**src/rtl/scan_test_ctrl_pkg.sv**
```systemverilog
// scan_test_ctrl_pkg
// Shared types and constants for the full-scan test sequencer:
//   state_t    - sequencer FSM states
//   SIG_W      - response signature width
//   MISR_POLY  - feedback taps for x^16+x^12+x^5+1 (x^16 term implicit)
//   misr_step  - one MISR update absorbing a single serial bit
package scan_test_ctrl_pkg;

   typedef enum logic [1:0] {
      ST_IDLE    = 2'd0,
      ST_SHIFT   = 2'd1,
      ST_CAPTURE = 2'd2,
      ST_DONE    = 2'd3
   } state_t;

   localparam int SIG_W = 16;
   localparam logic [SIG_W-1:0] MISR_POLY = 16'h1021;

   // Shift left, bring the new bit in at the LSB, and fold the bit that
   // falls off the top back in through the polynomial taps.
   function automatic logic [SIG_W-1:0] misr_step(input logic [SIG_W-1:0] s,
                                                  input logic din);
      return {s[SIG_W-2:0], din} ^ (s[SIG_W-1] ? MISR_POLY : '0);
   endfunction

endpackage

```
**src/rtl/scan_misr.sv**
```systemverilog
// scan_misr
// Single-input 16-bit MISR compacting the unloaded scan response.
// Ports:
//   clk, rst_n  - clock, synchronous active-low reset
//   clr         - reseed to 0 (session start)
//   en          - absorb din this cycle
//   din         - serial response bit
//   sig         - current MISR value
module scan_misr
   import scan_test_ctrl_pkg::*;
(
   input  logic             clk,
   input  logic             rst_n,
   input  logic             clr,
   input  logic             en,
   input  logic             din,
   output logic [SIG_W-1:0] sig
);

   logic [SIG_W-1:0] sig_q, sig_d;

   always_comb begin
      sig_d = sig_q;
      if (clr)     sig_d = '0;
      else if (en) sig_d = misr_step(sig_q, din);
   end

   always_ff @(posedge clk) begin
      if (!rst_n) sig_q <= '0;
      else        sig_q <= sig_d;
   end

   assign sig = sig_q;

endmodule

```
**src/rtl/scan_test_ctrl.sv**
```systemverilog
// scan_test_ctrl
// Full-scan sequencer. Streams stimulus/expected bit pairs from a
// valid/ready source into a single scan chain, pulses capture between
// patterns and compares the unloaded response while the next pattern
// loads. A final unload-only pass empties the last response.
// Optional response MISR: define SCAN_TEST_CTRL_MISR_EN.
// Ports:
//   clk, rst_n           - clock, synchronous active-low reset
//   start, num_pat       - begin session (IDLE only), pattern count
//   pat_valid/pat_ready  - source handshake; pat_bit stimulus, exp_bit
//                          expected response of the previous pattern
//   scan_en, capture     - chain shift / functional capture strobes
//   scan_in, scan_out    - chain serial in / chain tail
//   busy, done           - session active / one-cycle completion pulse
//   fail, err_cnt        - sticky mismatch flag, saturating mismatch count
//   signature            - MISR value (0 when the MISR is not built)
module scan_test_ctrl
   import scan_test_ctrl_pkg::*;
#(
   parameter int CHAIN_LEN = 56,
   parameter int CNT_W     = 16
) (
   input  logic             clk,
   input  logic             rst_n,
   input  logic             start,
   input  logic [CNT_W-1:0] num_pat,
   input  logic             pat_valid,
   output logic             pat_ready,
   input  logic             pat_bit,
   input  logic             exp_bit,
   output logic             scan_en,
   output logic             capture,
   output logic             scan_in,
   input  logic             scan_out,
   output logic             busy,
   output logic             done,
   output logic             fail,
   output logic [CNT_W-1:0] err_cnt,
   output logic [SIG_W-1:0] signature
);

   localparam int              BIT_W    = $clog2(CHAIN_LEN);
   localparam logic [BIT_W-1:0] LAST_BIT = BIT_W'(CHAIN_LEN - 1);

   state_t           state_q,   state_d;
   logic [CNT_W-1:0] num_pat_q, num_pat_d;
   logic [CNT_W-1:0] pat_cnt_q, pat_cnt_d;
   logic [CNT_W-1:0] err_cnt_q, err_cnt_d;
   logic [BIT_W-1:0] bit_cnt_q, bit_cnt_d;
   logic             first_q,   first_d;
   logic             fail_q,    fail_d;

   logic xfer;      // handshake completes this cycle
   logic loading;   // this pass still carries stimulus
   logic cmp_en;    // transfer that also unloads a real response
   logic mismatch;

   always_comb begin
      state_d   = state_q;
      num_pat_d = num_pat_q;
      pat_cnt_d = pat_cnt_q;
      err_cnt_d = err_cnt_q;
      bit_cnt_d = bit_cnt_q;
      first_d   = first_q;
      fail_d    = fail_q;
      pat_ready = 1'b0;
      scan_en   = 1'b0;
      capture   = 1'b0;
      scan_in   = 1'b0;
      busy      = 1'b0;
      done      = 1'b0;
      xfer      = 1'b0;
      cmp_en    = 1'b0;
      mismatch  = 1'b0;
      // Once every pattern has been captured the pass only unloads.
      loading   = (pat_cnt_q < num_pat_q);

      case (state_q)
         ST_IDLE: begin
            if (start) begin
               num_pat_d = num_pat;
               pat_cnt_d = '0;
               bit_cnt_d = '0;
               err_cnt_d = '0;
               fail_d    = 1'b0;
               first_d   = 1'b1;
               state_d   = (num_pat == '0) ? ST_DONE : ST_SHIFT;
            end
         end

         ST_SHIFT: begin
            busy      = 1'b1;
            pat_ready = 1'b1;
            xfer      = pat_valid;
            // Chain only moves on a real transfer so stalls hold it.
            scan_en   = xfer;
            scan_in   = loading & pat_bit;
            if (xfer) begin
               // The first pass unloads power-up garbage: no compare.
               cmp_en   = ~first_q;
               mismatch = cmp_en & (scan_out ^ exp_bit);
               if (mismatch) begin
                  fail_d = 1'b1;
                  if (err_cnt_q != '1) err_cnt_d = err_cnt_q + 1'b1;
               end
               if (bit_cnt_q == LAST_BIT) begin
                  bit_cnt_d = '0;
                  state_d   = loading ? ST_CAPTURE : ST_DONE;
               end else begin
                  bit_cnt_d = bit_cnt_q + 1'b1;
               end
            end
         end

         ST_CAPTURE: begin
            busy      = 1'b1;
            capture   = 1'b1;
            pat_cnt_d = pat_cnt_q + 1'b1;
            first_d   = 1'b0;
            state_d   = ST_SHIFT;
         end

         ST_DONE: begin
            done    = 1'b1;
            state_d = ST_IDLE;
         end

         default: state_d = ST_IDLE;
      endcase
   end

   always_ff @(posedge clk) begin
      if (!rst_n) begin
         state_q   <= ST_IDLE;
         num_pat_q <= '0;
         pat_cnt_q <= '0;
         err_cnt_q <= '0;
         bit_cnt_q <= '0;
         first_q   <= 1'b0;
         fail_q    <= 1'b0;
      end else begin
         state_q   <= state_d;
         num_pat_q <= num_pat_d;
         pat_cnt_q <= pat_cnt_d;
         err_cnt_q <= err_cnt_d;
         bit_cnt_q <= bit_cnt_d;
         first_q   <= first_d;
         fail_q    <= fail_d;
      end
   end

   assign fail    = fail_q;
   assign err_cnt = err_cnt_q;

`ifdef SCAN_TEST_CTRL_MISR_EN
   logic misr_clr;
   assign misr_clr = (state_q == ST_IDLE) && start;

   scan_misr u_misr (
      .clk   (clk),
      .rst_n (rst_n),
      .clr   (misr_clr),
      .en    (cmp_en),
      .din   (scan_out),
      .sig   (signature)
   );
`else
   assign signature = '0;
`endif

endmodule

```
**config.mk**
```make
export PLATFORM = sky130hd
export DESIGN_NAME = scan_test_ctrl
export DESIGN_NICKNAME = d
export VERILOG_FILES = /design/src/rtl/scan_test_ctrl_pkg.sv /design/src/rtl/scan_misr.sv /design/src/rtl/scan_test_ctrl.sv
export SDC_FILE = /design/constraint.sdc
export NUM_CORES = 1
export LEC_CHECK = 0
export ABC_AREA = 1
export BUFFER_PORTS_ARGS = -buffer_cell sky130_fd_sc_hd__buf_4
export CORE_MARGIN = 4
export CORE_UTILIZATION = 50
export CTS_CLUSTER_DIAMETER = 50
export DETAILED_ROUTE_END_ITERATION = 7
export GPL_ROUTABILITY_DRIVEN = 0
export PLACE_DENSITY = 0.7
export SYNTH_ARGS = -nofsm -noshare
export SYNTH_HDL_FRONTEND = slang
export SYNTH_SLANG_ARGS = --single-unit
```
**constraint.sdc**
```tcl
create_clock -name clk -period 2.4 [get_ports clk]
set_clock_uncertainty 0.05 [all_clocks]
set_input_delay 0.48 -clock clk [delete_from_list [all_inputs] [get_ports clk]]
set_output_delay 0.48 -clock clk [all_outputs]
set_load 0.01 [all_outputs]
```
==> results.json <==
{
  "rrSetupSlack_ps": 220,
  "insertion_delay_ps": 330,
  "peakVddDrop_mv": 0.590,
  "ant_nets": 0,
  "crit_buf_inv": 2,
  "grt_pass1_vias": 2737,
  "multi_input_area_sq_mm": 0.00172,
  "final-instance-count-excl-fill": 587,
  "critPathRequiredTime_ps": 1870,
  "die_w_um": 88.3,
  "initial_core_util": 0.529,
  "clkSlewWorstSetupHoldPaths_ps": 70,
  "via_count": 2944,
  "place_hpwl_um": 5430,
  "viasPerCell": 5.02,
  "synth_edf_count": 0,
  "final_net_count": 552,
  "end_kind": "output pin",
  "drt-initial-drc-count": 142,
  "numCtsBuffers": 9,
  "max_slew_margin": 0.654,
  "core_sq_mm": 0.00610,
  "n_fill_cell": 577,
  "htreeDepth": 3,
  "drt-total-wl_um": 6970,
  "crit_arrival_ps": 1730,
  "crit_path_max_fanout": 2,
  "use_met3": 0.0493,
  "grt_pass1_wl_um": 12000,
  "dpl_worst_slack_ps": 120,
  "r2r_end": "err_cnt[11]",
  "n_antenna_cell": 0,
  "die_y_um": 88.3,
  "synth_cell_type_count": 33,
  "hold_path_class": "input pin to register",
  "leakagePower_nw": 1.69,
  "synthTopCellsByArea": "dfxtp_1 36%, ha_1 8.5%, nand2_1 8.3%",
  "drive_gt1_frac": 0.188,
  "outcome": "finished, final reports clean",
  "criticalPathCategory": "register to output pin",
  "finish.utilization": 0.624,
  "cp_slowest_cell": "dfxtp_1",
  "synth.avg_cell_area_sq_um": 7.10,
  "pin_count": 62,
  "die_area_sq_mm": 0.00779,
  "async_flop_share": 0,
  "finalSetupTns_ps": 0,
  "grt.met2_usage": 0.311,
  "grt_overflow_total": 0,
  "cts_root_buf": "clkbuf_8",
  "critPathTopFamily": "compound AO/OA/AOI/OAI gates",
  "area_delta_synth_final_pct": 18.1,
  "synth_area_sq_mm": 0.00322,
  "setup_viol": 0,
  "dp.cells": 570,
  "synth_ff_type": "dfxtp_1",
  "gr-usage-met1": 0.258,
  "hold_path_depth": 3,
  "cts_tree": "done",
  "power_density_mw_per_mm2": 781,
  "yosysSeqAreaShare": 0.360,
  "setup_slack_ps": 135,
  "synth_cells": 454,
  "worst_pin_slew_ps": 514,
  "synth_seq_cells": 58,
  "cp-start-kind": "register",
  "cp_common_cell": "a21oi_2",
  "clock.fmax_ghz": 0.442,
  "period_needed_ps": 2260,
  "io_buffers": 45,
  "synth_most_common_cell": "nand2_1",
  "yosys_warnings": 0,
  "track_usage": 0.192,
  "regArea_sq_mm": 0.00117,
  "maxCapViolCount": 0,
  "grt_max_degree": 25,
  "placement_rows": 28,
  "busiest_layer": "met2",
  "slew_viol_final": 0,
  "fin_crit_sh": 0.944,
  "drtPass1Iterations": 6,
  "synth.cells.most_frequent": "71 x nand2_1, 68 x inv_1, 58 x dfxtp_1",
  "hold_violations": 0,
  "yosys.area.top_type": "dfxtp_1",
  "hold_slack_ps": 374,
  "r2r_cells": 12,
  "clk_path_buf_depth": 2,
  "numClockSinks": 58,
  "synth_top_area_frac": 0.360,
  "crit-reg2reg-launch": "state_q[0]",
  "min_to": "num_pat_q[0]",
  "post_drt_wl_per_cell_um": 11.9,
  "drc": 0,
  "min_from": "num_pat[0]",
  "antenna_found_initial": 0,
  "crit_chain": "inv_1 -> ha_1 -> a21oi_2 -> o21ai_0 -> a21oi_2 -> nand2_2 -> nor2_1 -> buf_4",
  "slowest_delay_ps": 310
}
==> worst max path at each step <==
stage	slack (ps)	start	end	depth (start not counted)
2_1_floorplan	450	state_q[1]	err_cnt[12]	15
3_3_place_gp	230	state_q[0]	err_cnt[11]	12
3_5_place_dp	120	state_q[0]	err_cnt[11]	12
4_1_cts	60	pat_cnt_q[5]	scan_in	9
5_1_grt	-20	num_pat_q[9]	scan_in	8
6_report	140	num_pat_q[9]	scan_in	8
==> cell type report <==
class,count,area share
multi-input cells,314,0.451
flip-flops and latches,58,0.307
repair buffers,52,0.103
inverters,72,0.0717
clock buffers,13,0.0391
well taps,75,0.0247
clock inverters,3,0.00394
==> placed cells by master, fill, tap and decap left out, types with 4 or more instances in the layout <==
master / instances
dfxtp_2: 5
nor2_1: 44
a211oi_1: 4
nand3_2: 4
dfxtp_1: 53
conb_1: 16
nor3_1: 14
nor4_1: 6
clkbuf_8: 10
o21ai_0: 36
a21oi_1: 47
inv_1: 68
nand4_1: 6
nand2_2: 4
nand3_1: 13
a21oi_2: 4
xor2_1: 4
ha_1: 21
nand2_1: 69
buf_4: 52
==> kinds of logic (layout without fill, tap and decap cells) <==
kind of cell / count (synthesis) / after routing / share of synthesized area
compound gates: 97 / 97 / 0.157
xor+xnor: 5 / 5 / 0.0136
fa+ha+maj: 22 / 22 / 0.0854
buf+inv: 97 / 140 / 0.136
flops: 58 / 58 / 0.360
other cells: 1 / 16 / 0.00116
simple gates: 174 / 174 / 0.246
==> registers in the layout, indices dropped and copies added (netlist names) <==
name,flops
err_cnt,16
num_pat_q,16
pat_cnt_q,16
bit_cnt_q,6
state_q,2
fail,1
first_q,1
==> repair_timing <==
| action | CTS | global route |
|---|---|---|
| setup endpoints to repair | 0 | 12 |
| buffers inserted | 0 | 1 |
| hold buffers | 0 | 0 |
| resized for setup | 0 | 13 |
==> worst register-to-register path, cell delays in order (launching register included) <==
cell and delay, ps:
dfxtp_1 390, inv_1 90, ha_1 300, nand2_1 130, nand2_1 90, inv_1 60
nand2_1 70, nor2_1 120, nand2_2 180, nor2_1 180, inv_1 90, or2_2 270
a21oi_1 110
==> layer usage <==
layer	vias up	share of wire
met1	1338	0.50
met3	9	0.034
met2	40	0.46
met4	0	0.010
met5	-	0
li1	1557	-
==> power breakdown <==
part	switching (W)	leakage [nW]	internal, W
registers	0.0000546	0.474	0.00107
clock network	0.000375	0.0872	0.000399
logic	0.000691	1.13	0.000380
total	0.00112	1.69	0.00185
==> per-stage QoR <==
step	cell area [sq um]	total power, W
3_5_place_dp	3590	0.00218
2_1_floorplan	3280	0.00189
3_3_place_gp	3590	0.00215
6_report	3810	0.00297
4_1_cts	3750	0.00295
5_1_grt	3810	0.00321
(Power assumes the default switching activity.)
